### src/rtl/iq_sym_serializer_if.sv
// Serial bit-stream handshake between the symbol serializer and the downstream bit sink.
interface iq_sym_serializer_if;
  logic bit_valid;
  logic bit_ready;
  logic bit_data;
  logic bit_first;

  modport master (output bit_valid, output bit_data, output bit_first, input bit_ready);
  modport slave  (input bit_valid, input bit_data, input bit_first, output bit_ready);
endinterface

### src/rtl/iq_sym_serializer.sv
// I/Q symbol serializer: optional per-axis Gray decode, DEPTH-entry symbol FIFO,
// MSB-first valid/ready bit stream with per-symbol first-bit framing and sticky overflow.
module iq_sym_serializer #(
  parameter int BPA      = 1,
  parameter int DEPTH    = 4,
  parameter bit GRAY_DEC = 1'b0
) (
  input  logic                     clk,
  input  logic                     rst,
  input  logic                     sym_valid,
  input  logic [BPA-1:0]           sym_i,
  input  logic [BPA-1:0]           sym_q,
  input  logic                     iq_order,
  input  logic                     flush,
  output logic [$clog2(DEPTH):0]   fill,
  output logic                     overflow,
  iq_sym_serializer_if.master      ser
);

  localparam int SW = 2 * BPA;
  localparam int AW = $clog2(DEPTH);
  localparam int FW = AW + 1;
  localparam int CW = $clog2(SW);

  typedef enum logic {IDLE, SHIFT} state_t;

  state_t            state, state_n;
  logic [SW-1:0]     mem [DEPTH];
  logic [AW-1:0]     wr_ptr, rd_ptr;
  logic [SW-1:0]     shreg;
  logic [CW-1:0]     bitcnt;
  logic              first_q;
  logic [BPA-1:0]    dec_i, dec_q;
  logic [SW-1:0]     wr_word;
  logic              clear, full, not_empty, push, drop, handshake, last_bit, pop;

  // Gray to binary: each binary bit is the XOR of all Gray bits at and above it.
  function automatic logic [BPA-1:0] gray2bin(input logic [BPA-1:0] g);
    logic [BPA-1:0] b;
    b = g;
    for (int k = BPA - 2; k >= 0; k--) begin
      b[k] = b[k+1] ^ g[k];
    end
    return b;
  endfunction

  assign dec_i     = GRAY_DEC ? gray2bin(sym_i) : sym_i;
  assign dec_q     = GRAY_DEC ? gray2bin(sym_q) : sym_q;
  assign wr_word   = iq_order ? {dec_q, dec_i} : {dec_i, dec_q};

  assign clear     = rst | flush;
  assign full      = (fill == FW'(DEPTH));
  assign not_empty = (fill != '0);
  // A full FIFO drops the incoming symbol even if a pop frees a slot this cycle.
  assign push      = sym_valid & ~full;
  assign drop      = sym_valid & full;
  assign handshake = (state == SHIFT) & ser.bit_ready;
  assign last_bit  = (bitcnt == CW'(SW - 1));

  assign ser.bit_valid = (state == SHIFT);
  assign ser.bit_data  = shreg[SW-1];
  assign ser.bit_first = first_q;

  // Next-state and pop decision; back-to-back symbols reload on the last-bit handshake.
  always_comb begin
    // NOTE: every output of this block gets a default first so no latch is inferred.
    state_n = state;
    pop     = 1'b0;
    case (state)
      IDLE: begin
        if (not_empty) begin
          pop     = 1'b1;
          state_n = SHIFT;
        end
      end
      SHIFT: begin
        if (handshake && last_bit) begin
          if (not_empty) pop = 1'b1;
          else           state_n = IDLE;
        end
      end
      default: state_n = IDLE;
    endcase
  end

  // State register; reset and flush both return to IDLE.
  always_ff @(posedge clk) begin
    // NOTE: sequential state uses non-blocking assignments so all registers update together.
    if (clear) state <= IDLE;
    else       state <= state_n;
  end

  // FIFO storage write.
  always_ff @(posedge clk) begin
    // NOTE: the storage array is deliberately not reset; fill and pointers define what is valid.
    if (push && !clear) mem[wr_ptr] <= wr_word;
  end

  // Pointers, occupancy, shifter, bit counter, framing flag and sticky overflow.
  always_ff @(posedge clk) begin
    if (clear) begin
      wr_ptr   <= '0;
      rd_ptr   <= '0;
      fill     <= '0;
      shreg    <= '0;
      bitcnt   <= '0;
      first_q  <= 1'b0;
      overflow <= 1'b0;
    end else begin
      if (push) wr_ptr <= wr_ptr + AW'(1);
      if (pop)  rd_ptr <= rd_ptr + AW'(1);

      case ({push, pop})
        2'b10:   fill <= fill + FW'(1);
        2'b01:   fill <= fill - FW'(1);
        default: fill <= fill;
      endcase

      if (pop) begin
        shreg   <= mem[rd_ptr];
        bitcnt  <= '0;
        first_q <= 1'b1;
      end else if (handshake) begin
        shreg   <= {shreg[SW-2:0], 1'b0};
        bitcnt  <= bitcnt + CW'(1);
        first_q <= 1'b0;
      end

      if (drop) overflow <= 1'b1;
    end
  end

endmodule

### src/flat_wrapper.sv
// flat-port wrapper written by rule: the top's interface ports become plain ports
module iq_sym_serializer_flat 
#(
  parameter int BPA      = 1,
  parameter int DEPTH    = 4,
  parameter bit GRAY_DEC = 1'b0
)
  (clk, rst, sym_valid, sym_i, sym_q, iq_order, flush, fill, overflow, ser_bit_valid, ser_bit_data, ser_bit_first, ser_bit_ready);
  iq_sym_serializer_if ser_i ();
  input  logic clk;
  input  logic rst;
  input  logic sym_valid;
  input  logic [BPA-1:0] sym_i;
  input  logic [BPA-1:0] sym_q;
  input  logic iq_order;
  input  logic flush;
  output logic [$clog2(DEPTH):0] fill;
  output logic overflow;
  output wire logic [$bits(ser_i.bit_valid)-1:0] ser_bit_valid;
  output wire logic [$bits(ser_i.bit_data)-1:0] ser_bit_data;
  output wire logic [$bits(ser_i.bit_first)-1:0] ser_bit_first;
  input wire logic [$bits(ser_i.bit_ready)-1:0] ser_bit_ready;
  assign ser_bit_valid = ser_i.bit_valid;
  assign ser_bit_data = ser_i.bit_data;
  assign ser_bit_first = ser_i.bit_first;
  assign ser_i.bit_ready = ser_bit_ready;
  iq_sym_serializer #(.BPA(BPA), .DEPTH(DEPTH), .GRAY_DEC(GRAY_DEC)) u_core (.clk(clk), .rst(rst), .sym_valid(sym_valid), .sym_i(sym_i), .sym_q(sym_q), .iq_order(iq_order), .flush(flush), .fill(fill), .overflow(overflow), .ser(ser_i));
endmodule
### config.mk
export PLATFORM = sky130hd
export DESIGN_NAME = iq_sym_serializer_flat
export DESIGN_NICKNAME = d
export VERILOG_FILES = /design/src/rtl/iq_sym_serializer_if.sv /design/src/rtl/iq_sym_serializer.sv /design/src/flat_wrapper.sv
export SDC_FILE = /design/constraint.sdc
export NUM_CORES = 1
export LEC_CHECK = 0
export BUFFER_PORTS_ARGS = -buffer_cell sky130_fd_sc_hd__buf_2
export CAP_MARGIN = 20
export CORE_ASPECT_RATIO = 0.75
export CORE_MARGIN = 4
export CORE_UTILIZATION = 45
export DETAILED_ROUTE_END_ITERATION = 12
export GPL_TIMING_DRIVEN = 0
export PLACE_DENSITY = 0.74
export REMOVE_ABC_BUFFERS = 1
export SLEW_MARGIN = 20
export SYNTH_ARGS = -nofsm -noshare
export SYNTH_HDL_FRONTEND = slang
export SYNTH_SLANG_ARGS = --single-unit
### constraint.sdc
create_clock -name clk -period 2.6 [get_ports clk]
set_input_delay 0.26 -clock clk [delete_from_list [all_inputs] [get_ports clk]]
set_output_delay 0.26 -clock clk [all_outputs]
set_load 0.1 [all_outputs]
==> results.md <==
* GR Util All Layers at between 10% and 20%
* CTS resizes at 0
* Hold Startpoint: sym_valid
* Hold depth at 3
* CTS buffer count at 3
* Most frequent cells in the layout: 14 x dfxtp_1, 14 x buf_2, 8 x inv_1, 8 x a21oi_1, 8 x edfxtp_1
* Primary FF master, synth: dfxtp_1
* Post-DP HPWL at about 1.4 mm
* Post-synth EDFFs at 8
* Switching Fraction at 31.4%
* Final hold vios at 0
* Critical-path cell list: or3b_4, and2_4, inv_1, ha_1, inv_1, fa_1, xor2_1, or3_2, a21oi_1
* Internal at 494 uW
* # rows at 14
* Largest family of logic cells by synthesized area: simple AND/OR/NAND/NOR gates
* GRT overflow at 0
* Antenna Violating Nets Remaining at 0
* Power Density at a little over 600 nW/um^2
* Crit-path max FO at 7
* R2r worst-path depth at 9
* Critical R2R Launch: u_core.fill[2]
* Initial Util at between 40% and 50%
* RSZ-0062 raised after global routing: false
* Cell Area, Synth at between 1000 and 1500 um^2
* CTS root buf: clkbuf_4
* CP arrival at about 2.7 ns
* H-tree depth at 1
* Minimum clock period at 2.44 ns
* CTS tree: done
* Vias in the first global route at 659
* Net Sw Power at 226 uW
* Status: finished clean
* Clock slew seen by the registers of the worst setup and hold paths at about 0.12 ns
* Final core utilization at between 50% and 60%
* Worst IR Drop VDD at between 0.3 and 0.4 mV
* Startpoint Class: flip-flop
* Initial antenna violation count at 0
* Die Area at around 3100 um^2
* Slew Limit Fails at 0
* Cell Count Post-Placement at 129
* Avg Inst Size Synth at between 10 and 15 um^2
* Slew @ Worst Pin at 0.488 ns
* Pre-Repair DR Iteration Count at 4
* Clock Sinks at 23
* Synth async-reset ratio at 0%
* Worst Hold End: u_core.wr_ptr[1]
* Postcts setup bufs at 0
* Worst path depth at 9
* Critical path type: reg -> reg
* Max-cap violation count at 0
* Via density at 5.53
* CTS Buffer Depth at 2
* Critical path's largest stage delay at 0.43 ns
* Core area at approximately 2100 um^2
* Fin nets at around 120
* DRC at 0
* Crit end category: flip-flop
* WP data required at roughly 2.9 ns
* Final cell count without fillers at around 130
* Fill cells at between 150 and 200
* Clk_lat worst skew at roughly 0.31 ns
* Leak pwr at around 0.00046 uW
* Final Cycle Share at between 90% and 100%
* Layout area overhead at 12.0%
* CP Buf/Inv Count at 2
* First-pass GRT wire length at between 3 and 4 mm
* Hold WC Path Type: in -> reg
* Clock group share of total power at a little under a quarter
* Simple-gate share of the synthesized area at ~16%
* Synth cell types at 32
* Compound-cell area share of the yosys netlist at roughly an eighth
* Die Span Y at about 50 um
* Ports at 15
* Vias at around 740
* Slowest-stage cell, CP: or3b_4
* Area share of fa/ha/maj cells after synthesis at 7.97%
* CTS Hold Bufs at 0
* FF-to-FF setup slack at 0.16 ns
* Sequential power share at 55.2%
* Synthesized flop and latch total at 23
* Mapped Cells at ~90
* Max Clk Rate at roughly 410 MHz
* WL final at around 1.8 mm
* Synth Warn # at 0
* Logic gate share of total power at 22.1%
* Initial DRC Count at 40
* PortBufs at 14
* Skew final at approximately 0.0094 ns
* Crit path top cell by count: inv_1
* Relative slew slack at 67.2%
* Synth Area in XOR/XNOR at 2.54%
* Post-synthesis sequential area ratio at between 50% and 60%
* FF-to-FF End: u_core.fill[2]
* Final setup fails at 0
* Routability cong. at between 0.7 and 0.8
* Delay-heaviest family, CP: simple AND/OR/NAND/NOR gates
* Die W at between 60 and 70 um
* Share of cells above drive strength 1 at around 28%
* Largest net degree at the start of global routing at 13
* N_diodes at 0
* Post-synthesis mux area share at roughly 6.5%
* Routed WL per cell at 13.5 um
power groups by stage:
stage | Sequential, uW | Clock (uW) | Combinational, uW
floorplan | 456 | 0 | 75.4
global placement | 405 | 0 | 155
detailed placement | 406 | 0 | 158
CTS | 398 | 169 | 159
global route | 401 | 184 | 173
finish | 398 | 164 | 159
how the worst max path moves through the flow:
stage,from,endpoint,slack [ns]
6_report,u_core.fill[2],u_core.fill[2],0.16
5_1_grt,u_core.fill[2],u_core.fill[2],0.05
4_1_cts,u_core.fill[2],u_core.fill[2],0.12
3_5_place_dp,u_core.fill[2],u_core.fill[2],0.14
3_3_place_gp,u_core.fill[2],u_core.fill[2],0.18
2_1_floorplan,u_core.fill[2],u_core.fill[2],-0.42
synthesized netlist by cell type, drive strengths merged, types with 3 or more instances:
master	count	share of area (%)
nor3	3	1.4
and3	5	3.5
a21oi	9	4.7
xor2	3	2.5
nand2	4	1.4
ha	5	6.0
nand3	4	1.9
inv	8	2.9
o21ai	3	1.4
dfxtp	15	29
nor2	5	1.8
edfxtp	8	23
cells by family (layout without fill, tap and decap cells):
logic type	Yosys count	in the layout
AO/OA/AOI/OAI	19	19
XOR/XNOR	3	3
adder cells (fa/ha/maj)	6	6
buffers and inverters	9	26
flip-flops	23	23
multiplexers	4	4
AND/OR/NAND/NOR	28	28
routing by layer:
layer	wire (um)	track usage, %
met1	877	17.6
met2	772	18.9
met3	133	5.68
met4	13	3.23
met5	0	0
flip-flops by register name, summed over array words and instances (netlist names), named ones only:
register,cells
u_core.bitcnt,1
u_core.fill,3
u_core.mem,8
u_core.overflow,1
u_core.rd_ptr,2
u_core.ser.bit_first,1
u_core.ser.bit_valid,1
u_core.shreg,2
u_core.wr_ptr,2
stage by stage:
step | setup slack [ns] | total power, uW | hold WS [ns] | instance area, um^2 | TNS [ns]
after detailed placement | 0.141 | 564 | 0.446 | 1130 | 0
after global routing | 0.0466 | 758 | 0.260 | 1160 | 0
after global placement | 0.180 | 560 | 0.442 | 1130 | 0
final | 0.161 | 720 | 0.262 | 1160 | 0
after floorplan | -0.420 | 532 | 0.430 | 1030 | -0.505
after CTS | 0.116 | 726 | 0.257 | 1160 | 0
tightest hold or removal path, cell delays in order:
cell	delay, ns
buf_2	0.13
nand3_1	0.10
a21oi_2	0.05
cell type report:
cell class                 count  area [um^2]  area share [%]
multi-input combinational     60          462            39.8
inverter                       8         30.0            2.59
sequential                    23          542            46.7
timing repair buffer          14         70.1            6.04
clock buffer                   4         26.3            2.27
tap                           24         30.0            2.59
No activity file was read; power rests on OpenSTA's default activity.
